## src/rtl/data_memo_pkg.sv

```systemverilog
// Shared types for the data-memory sequencer: FSM states, memory operations
// and arbiter grant identifiers.
package data_memo_pkg;

  localparam int unsigned STACK_MAX = 511;

  typedef enum logic [1:0] {IDLE, CMD, WAIT, RESP} state_t;
  typedef enum logic [1:0] {OP_LOAD, OP_STORE, OP_PUSH, OP_POP} op_t;
  typedef enum logic {GNT_LS, GNT_ST} grant_t;

endpackage

```

## src/rtl/data_memo_ctrl_rr_arb2.sv

```systemverilog
// Two-requester round-robin arbiter; on a tie the side opposite to the last
// accepted grant wins.
module rr_arb2
  import data_memo_pkg::*;
(
  input  logic   clk,
  input  logic   rst,
  input  logic   req_ls_i,
  input  logic   req_st_i,
  input  logic   accept_i,
  output logic   valid_o,
  output grant_t gnt_o
);

  grant_t last_q;

  always_comb begin
    valid_o = req_ls_i | req_st_i;
    if (req_ls_i && req_st_i) gnt_o = (last_q == GNT_ST) ? GNT_LS : GNT_ST;
    else if (req_ls_i)        gnt_o = GNT_LS;
    else                      gnt_o = GNT_ST;
  end

  // Starting at ST lets the load/store side win the first tie after reset.
  always_ff @(posedge clk or posedge rst) begin
    if (rst)                       last_q <= GNT_ST;
    else if (accept_i && valid_o)  last_q <= gnt_o;
  end

endmodule

```

## src/rtl/data_memo_ctrl.sv

```systemverilog
// Sequencer/arbiter in front of the data memory: one command per transaction,
// stack occupancy tracked locally so full/empty errors never reach memory.
//
// state | meaning
// IDLE  | sample requests, grant, capture op/address/data
// CMD   | drive the single memory strobe (or none on stack error)
// WAIT  | load only: memory read data settles, captured at cycle end
// RESP  | ack pulse to the granted requester with rdata/err
module data_memo_ctrl #(
  parameter int ADDR_W    = 32,
  parameter int DATA_W    = 32,
  parameter int SP_W      = 9,
  parameter int STACK_MAX = data_memo_pkg::STACK_MAX
) (
  input  logic              clk,
  input  logic              rst,
  input  logic              ls_req,
  input  logic              ls_we,
  input  logic [ADDR_W-1:0] ls_addr,
  input  logic [DATA_W-1:0] ls_wdata,
  output logic              ls_ack,
  output logic [DATA_W-1:0] ls_rdata,
  input  logic              st_req,
  input  logic              st_push,
  input  logic [DATA_W-1:0] st_wdata,
  output logic              st_ack,
  output logic [DATA_W-1:0] st_rdata,
  output logic              st_err,
  output logic [ADDR_W-1:0] mem_address,
  output logic [DATA_W-1:0] mem_dataIn,
  output logic              mem_memoR,
  output logic              mem_memoWR,
  output logic              mem_push,
  output logic              mem_pop,
  input  logic [DATA_W-1:0] mem_dataOut,
  output logic              busy,
  output logic [SP_W-1:0]   sp_count
);
  import data_memo_pkg::*;

  localparam logic [SP_W-1:0] SP_FULL = SP_W'(STACK_MAX);

  state_t            state_q, state_d;
  op_t               op_q, op_d;
  grant_t            gnt_q, gnt_d, arb_gnt;
  logic              arb_valid, arb_accept;
  logic [ADDR_W-1:0] addr_q, addr_d;
  logic [DATA_W-1:0] wdata_q, wdata_d;
  logic              err_q, err_d;
  logic [SP_W-1:0]   sp_q, sp_d;
  logic              rd_q, rd_d, wr_q, wr_d, push_q, push_d, pop_q, pop_d;
  logic              ls_ack_q, ls_ack_d, st_ack_q, st_ack_d, st_err_q, st_err_d;
  logic [DATA_W-1:0] ls_rdata_q, ls_rdata_d, st_rdata_q, st_rdata_d;
  logic              busy_q;

  rr_arb2 u_arb (
    .clk      (clk),
    .rst      (rst),
    .req_ls_i (ls_req),
    .req_st_i (st_req),
    .accept_i (arb_accept),
    .valid_o  (arb_valid),
    .gnt_o    (arb_gnt)
  );

  // Strobes, acks and rdata are computed one cycle ahead so every output is a flop.
  always_comb begin
    state_d    = state_q;
    op_d       = op_q;
    gnt_d      = gnt_q;
    addr_d     = addr_q;
    wdata_d    = wdata_q;
    err_d      = err_q;
    sp_d       = sp_q;
    rd_d       = 1'b0;
    wr_d       = 1'b0;
    push_d     = 1'b0;
    pop_d      = 1'b0;
    ls_ack_d   = 1'b0;
    st_ack_d   = 1'b0;
    st_err_d   = 1'b0;
    ls_rdata_d = ls_rdata_q;
    st_rdata_d = st_rdata_q;
    arb_accept = 1'b0;
    case (state_q)
      IDLE: if (arb_valid) begin
        arb_accept = 1'b1;
        gnt_d      = arb_gnt;
        state_d    = CMD;
        if (arb_gnt == GNT_LS) begin
          op_d    = ls_we ? OP_STORE : OP_LOAD;
          addr_d  = ls_addr;
          wdata_d = ls_wdata;
          err_d   = 1'b0;
        end else begin
          op_d    = st_push ? OP_PUSH : OP_POP;
          addr_d  = '0;
          wdata_d = st_wdata;
          err_d   = st_push ? (sp_q == SP_FULL) : (sp_q == '0);
        end
        case (op_d)
          OP_LOAD:  rd_d   = 1'b1;
          OP_STORE: wr_d   = 1'b1;
          OP_PUSH:  push_d = ~err_d;
          OP_POP:   pop_d  = ~err_d;
          default:  ;
        endcase
      end
      CMD: begin
        if (op_q == OP_LOAD) begin
          state_d = WAIT;
        end else begin
          state_d = RESP;
          if (gnt_q == GNT_LS) begin
            ls_ack_d = 1'b1;
          end else begin
            st_ack_d = 1'b1;
            st_err_d = err_q;
          end
          if (op_q == OP_PUSH && !err_q) sp_d = sp_q + SP_W'(1);
          if (op_q == OP_POP && !err_q) begin
            sp_d       = sp_q - SP_W'(1);
            st_rdata_d = mem_dataOut;
          end
        end
      end
      WAIT: begin
        state_d    = RESP;
        ls_ack_d   = 1'b1;
        ls_rdata_d = mem_dataOut;
      end
      RESP:    state_d = IDLE;
      default: state_d = IDLE;
    endcase
  end

  always_ff @(posedge clk or posedge rst) begin
    if (rst) begin
      state_q    <= IDLE;
      op_q       <= OP_LOAD;
      gnt_q      <= GNT_ST;
      addr_q     <= '0;
      wdata_q    <= '0;
      err_q      <= 1'b0;
      sp_q       <= '0;
      rd_q       <= 1'b0;
      wr_q       <= 1'b0;
      push_q     <= 1'b0;
      pop_q      <= 1'b0;
      ls_ack_q   <= 1'b0;
      st_ack_q   <= 1'b0;
      st_err_q   <= 1'b0;
      ls_rdata_q <= '0;
      st_rdata_q <= '0;
      busy_q     <= 1'b0;
    end else begin
      state_q    <= state_d;
      op_q       <= op_d;
      gnt_q      <= gnt_d;
      addr_q     <= addr_d;
      wdata_q    <= wdata_d;
      err_q      <= err_d;
      sp_q       <= sp_d;
      rd_q       <= rd_d;
      wr_q       <= wr_d;
      push_q     <= push_d;
      pop_q      <= pop_d;
      ls_ack_q   <= ls_ack_d;
      st_ack_q   <= st_ack_d;
      st_err_q   <= st_err_d;
      ls_rdata_q <= ls_rdata_d;
      st_rdata_q <= st_rdata_d;
      busy_q     <= (state_d != IDLE);
    end
  end

  assign ls_ack      = ls_ack_q;
  assign ls_rdata    = ls_rdata_q;
  assign st_ack      = st_ack_q;
  assign st_rdata    = st_rdata_q;
  assign st_err      = st_err_q;
  assign mem_address = addr_q;
  assign mem_dataIn  = wdata_q;
  assign mem_memoR   = rd_q;
  assign mem_memoWR  = wr_q;
  assign mem_push    = push_q;
  assign mem_pop     = pop_q;
  assign busy        = busy_q;
  assign sp_count    = sp_q;

endmodule

```

## config.mk

```make
export PLATFORM = sky130hd
export DESIGN_NAME = data_memo_ctrl
export DESIGN_NICKNAME = d
export VERILOG_FILES = /design/src/rtl/data_memo_pkg.sv /design/src/rtl/data_memo_ctrl_rr_arb2.sv /design/src/rtl/data_memo_ctrl.sv
export SDC_FILE = /design/constraint.sdc
export NUM_CORES = 1
export LEC_CHECK = 0
export ABC_AREA = 0
export CAP_MARGIN = 0
export CORE_MARGIN = 3
export CORE_UTILIZATION = 45
export CTS_CLUSTER_SIZE = 20
export DETAILED_ROUTE_END_ITERATION = 10
export PLACE_DENSITY = 0.93
export SKIP_CTS_REPAIR_TIMING = 1
export SLEW_MARGIN = 20
export SYNTH_ARGS = -nofsm -noshare
export SYNTH_HDL_FRONTEND = slang
export SYNTH_HIERARCHICAL = 1
export SYNTH_SLANG_ARGS = --single-unit
```

## constraint.sdc

```tcl
create_clock -name clk -period 17.03 [get_ports clk]
set_input_delay 4.2575 -clock clk [delete_from_list [all_inputs] [get_ports clk]]
set_output_delay 4.2575 -clock clk [all_outputs]
set_load 0.01 [all_outputs]
```

# == Yosys cells after proc, flatten, opt, wreduce, memory -nomap -nowiden ==
# Cells that the tools add are included.
# totals
elab_cells,88
out_inout_bits,145
reg_bits,152
input_bits,134
# op_classes
n_addsub,2
reduce_logical,14
n_bitwise,3
n_eq_ne,9
mux,42
# ops
op,n
$mux W32,2
$mux W1,32
$mux W9,2
$eq A2 B2 Y1 const B,6
$add A9 B1 Y9 const B,1
$eq A9 B9 Y1 const B,1
$logic_not A9 Y1,1
$sub A9 B1 Y9 const B,1
$mux W2,4
$pmux W2 S4,1
$logic_not A2 Y1,3
$reduce_and A3 Y1,2
$eq A2 B1 Y1 const B,2
$logic_and A1 B1 Y1,4
$reduce_bool A2 Y1,2
$not A1 Y1,2
$pmux W1 S2,1
$reduce_and A2 Y1,1
$logic_not A1 Y1,1
$or A1 B1 Y1,1

# == Longest topological paths before layout ==
# logic_depth
depth_word,9
depth_mapped,8
ltp_nobuf,7

# == Modules after synthesis ==
# The synthesis kept the hierarchy.
# by_module_without_submodules
module,seq_area_each_um2,cells_per_inst,area_each_um2,instances
data_memo_ctrl,3779.9,526,6297.3,1
rr_arb2,26.3,7,56.3,1

# == Worst setup path before layout ==
# OpenSTA, ideal clock, no wires.
# synth_timing
path_kind,input-to-reg
from,input st_req
to,register pop_q (netlist: mem_pop)
t_arrival_ns,5.441
t_required_ns,16.930
path_stages,5
path_slack_ns,11.490
n_path_buf,1
setup_time_ns,0.100
path_cell_list,inv_1 -> o21ai_0 -> buf_1 -> nand2_1 -> a311oi_1
# synth_between
elab_chain_len,9
word_cells_on_any_way,14
classes_between,1 x eq/ne; 10 x mux; 2 x bitwise; 1 x reduce/logical
# synth_rtl
element,line,source
"start, declared",data_memo_ctrl.sv:23,"input logic st_req,"
$logic_and A1 B1 Y1 *,data_memo_ctrl_rr_arb2.sv:19,if (req_ls_i && req_st_i) gnt_o = (last_q == GNT_ST) ? GNT_LS : GNT_ST;
$mux W1 *,data_memo_ctrl_rr_arb2.sv:19,
net arb_gnt,data_memo_ctrl.sv:45,"grant_t gnt_q, gnt_d, arb_gnt;"
$mux W2 / $mux W1 (equally long branches),data_memo_ctrl.sv:90,if (arb_gnt == GNT_LS) begin
$mux W2 / $mux W1 (equally long branches),data_memo_ctrl.sv:86,IDLE: if (arb_valid) begin
$mux W2 / $mux W1 (equally long branches),data_memo_ctrl.sv:85,case (state_q)
$eq A2 B2 Y1 / $not A1 Y1 (equally long branches),"data_memo_ctrl.sv:101, data_memo_ctrl.sv:105",
$mux W1 *,data_memo_ctrl.sv:101,case (op_d)
$mux W1 *,data_memo_ctrl.sv:86,
$mux W1 *,data_memo_ctrl.sv:85,
net pop_d,data_memo_ctrl.sv:51,"logic rd_q, rd_d, wr_q, wr_d, push_q, push_d, pop_q, pop_d;"
"end signal, assigned",data_memo_ctrl.sv:167,pop_q <= pop_d;
"end, declared",data_memo_ctrl.sv:51,
# Mark *: on every way through the listed nets, which the timed path passes. The rest lies on a longest branch. The select of a mux whose other input is x is not followed.
# A chain may end at the register's enable or synchronous reset.

# == Final worst setup path ==
# layout_timing
from,input ls_req
to,register push_q (netlist: mem_push)
# layout_between
word_cells_on_any_way,15
classes_between,1 x eq/ne; 11 x mux; 2 x bitwise; 1 x reduce/logical
# layout_rtl
element,line,source
"start, declared",data_memo_ctrl.sv:17,"input logic ls_req,"
$or A1 B1 Y1,data_memo_ctrl_rr_arb2.sv:18,valid_o = req_ls_i | req_st_i;
net arb_valid,data_memo_ctrl.sv:46,"logic arb_valid, arb_accept;"
$mux W1,data_memo_ctrl.sv:86,
$mux W1,data_memo_ctrl.sv:85,
net push_d,data_memo_ctrl.sv:51,
"end signal, assigned",data_memo_ctrl.sv:166,push_q <= push_d;
"end, declared",data_memo_ctrl.sv:51,
# The timed path passes the listed nets, and every way through them passes these cells. The select of a mux whose other input is x is not followed.

==> impl_metrics.ini <==
[worst_setup_path]
cp_cell_sequence = clkdlybuf4s50_1, or2_1, nand2_8, inv_1, nand2_1, a311oi_1
critical_path.max_stage_delay_ps = 530
crit_arrival_ps = 6190
cpLargestDelayFamily = buffers and inverters
worst_path_max_delay_cell = clkdlybuf4s50_1
crit_required_ps = 17340
worst-path-max-fanout = 135
end_kind = flop
path_buf_inv = 2
crit_type = input port to flop
critPathLaunchType = input port

[yosys]
synth-edff-count = 0
synth.area.top_cells = dfrtp_1 59%, mux2_2 12%, o21ai_0 5.4%
synth.distinct_cells = 44
netlist_area_sq_um = 6354
syn_avg_cell_area_sq_um = 11.92
seq_area_frac_synth_pct = 59.91
synth_top_area_share_pct = 59.08
synth_seq_cells = 152
synth_flop_cell = dfrtp_1
yosys.area.top_type = dfrtp_1
async_reset_ff_share_pct = 100.0
netlist_instances = 533
synth_warnings = 6
syn-num-nets = 671

[grt]
grt.total_usage_pct = 22.77
grt_pass1_wl_mm = 28.23
grt_max_degree = 136
grt_pass1_vias = 5286
grt_overflow = 0
antenna_found_initial = 0

[detailed_routing]
drc = 0
vias_per_cell = 5.079
drt_wl_total_mm = 17.27
first_iter_violations = 211
wl_per_cell_microns = 17.47
vias = 5023
ant_nets = 0
drtPass1Iterations = 4

[sta]
finalHoldViolCount = 0
whs_ps = 473.5
timing.fmax_mhz = 170.2
fin_crit_ps = 5875
finalSetupViolCount = 0
rsz0062_at_grt = false
finalSetupTns_ps = 0
skew_ps = 11.79
slew_headroom_pct = 44.90
worstMarginPinSlew_ps = 826.5
drv_slew = 0
post-route-period-util_pct = 34.50

[place]
portBuffers = 278
dp_hpwl_mm = 12.41
place_congestion = 0.8109
placed_cells = 958

[cts]
htreeDepth = 4
cts_buffers = 17
cts_root_buf = clkbuf_16
clock_latency_ps = 420
tritoncts = built
cts.sinks = 152
clockBufferDepth = 2
clkSlewWorstSetupHoldPaths_ps = 60

[floorplan]
ioPinCount = 279
dieHeight_microns = 124.8
fp.dieW_microns = 124.8
num_rows = 42
core_area_sq_um = 13510
start_util_pct = 47.04
dieArea_sq_um = 15580

[flow_run]
drv_cap = 0

[final_layout]
final_cells = 989
drive_gt1_share_pct = 13.78
utilization_pct = 73.02
diodes = 0
area_growth_pct = 55.22
fin_nets = 939
nFillCells = 887
seq_area_sq_um = 3806
multi_input_area_sq_um = 2392

[pwr]
power_leakage_nw = 4.263
power_density_nw_per_um2 = 186.5
peakVddDrop_v = 0.00007977

[run_status]
status = complete, no violations

[worst_hold_path]
min_path_type = flop to flop
-- path summary, 6_finish.rpt --
kind                                start             end  cells after the start  slack (ps)
setup / recovery                   ls_req        mem_push                      6       11160
hold / removal             mem_dataIn[15]  mem_dataIn[15]                      2         470
setup reg to reg                    err_q     sp_count[6]                      6       14720
hold reg to reg            mem_dataIn[15]  mem_dataIn[15]                      2         470
max in group asynchronous             rst    ls_rdata[29]                      3       11520
min in group asynchronous             rst    ls_rdata[31]                      2        4350
-- worst register-to-register path, cell delays in order, from the launching register on --
cell,delay (ps)
dfrtp_1,400
nand3b_1,450
xnor2_1,250
ha_1,290
or4_4,540
a21oi_2,150
xor2_1,150
-- cells by family after synthesis --
family,count (synthesis),share of synthesized area (%)
flip-flops,152,59.91
AND/OR/NAND/NOR,146,11.60
multiplexers,98,16.72
AO/OA/AOI/OAI,83,6.873
buffers and inverters,41,2.875
XOR/XNOR,9,1.241
adder cells (fa/ha/maj),4,0.7877
-- synth_stat cells (all sizes together), types with 4 or more instances --
library cell  count
mux2             65
nand2b           32
a21oi             7
nor2              4
xor2              5
xnor2             4
inv               8
or3               4
nand2            78
mux2i            33
o21ai            69
clkbuf           22
ha                4
buf              11
dfrtp           150
-- state kept, by name, summed over array words and instances (netlist names), 2 cells and up --
| signal | cells |
|---|---|
| ls_rdata | 32 |
| mem_address | 32 |
| mem_dataIn | 32 |
| st_rdata | 32 |
| sp_count | 9 |
| op_q | 2 |
| state_q | 2 |
-- layout by cell type (no fill, tap or decap), types with 2 or more instances in the layout --
cell and instances:
xor2_1 5, and3_1 3, clkdlybuf4s50_1 278, inv_1 7, a311oi_1 2, or3_1 2, clkinv_2 5, mux2i_1 33
ha_1 4, clkbuf_16 17, nand3_1 2, nand2b_1 32, a31oi_1 2, or3_2 2, dfstp_2 2, dfrtp_1 150
mux2_2 65, o21ai_0 68, nand2_1 77, nor2_1 4, nand4_1 3, nor4b_1 2, nor4_1 2, a21oi_1 6
buf_4 3, or4_4 2, nor3_1 3, xnor2_1 4, inv_6 3, bufinv_16 3
-- power breakdown --
part / total (mW) / switching, mW / internal [mW]
Combinational: 0.803 / 0.344 / 0.459
Clock: 0.378 / 0.145 / 0.233
Sequential: 0.658 / 0.119 / 0.539
-- layer usage --
metal	GRT usage, %	part of all wire, %	vias up
met2	38.68	50	242
met4	9.694	3.2	0
met1	26.24	39	2386
met5	0	0	-
met3	7.847	8.0	39
li1	-	-	2356
-- metrics by stage --
stage | setup WS (ps) | total power, mW | area (sq um)
6_report | 11160 | 1.840 | 9862
5_1_grt | 10880 | 1.953 | 9862
4_1_cts | 10890 | 1.857 | 9849
3_5_place_dp | 10440 | 1.467 | 9258
3_3_place_gp | 10490 | 1.432 | 9258
2_1_floorplan | 8709 | 1.012 | 6354
-- layout make-up --
class	count	share of cell area (%)
Sequential cell	152	38.59
Clock inverter	12	1.510
Inverter	8	0.3552
Timing Repair Buffer	282	28.56
Clock buffer	19	4.491
Multi-Input combinational cell	340	24.26
Tap cell	176	2.233
Power figures use the tool's default switching activity.
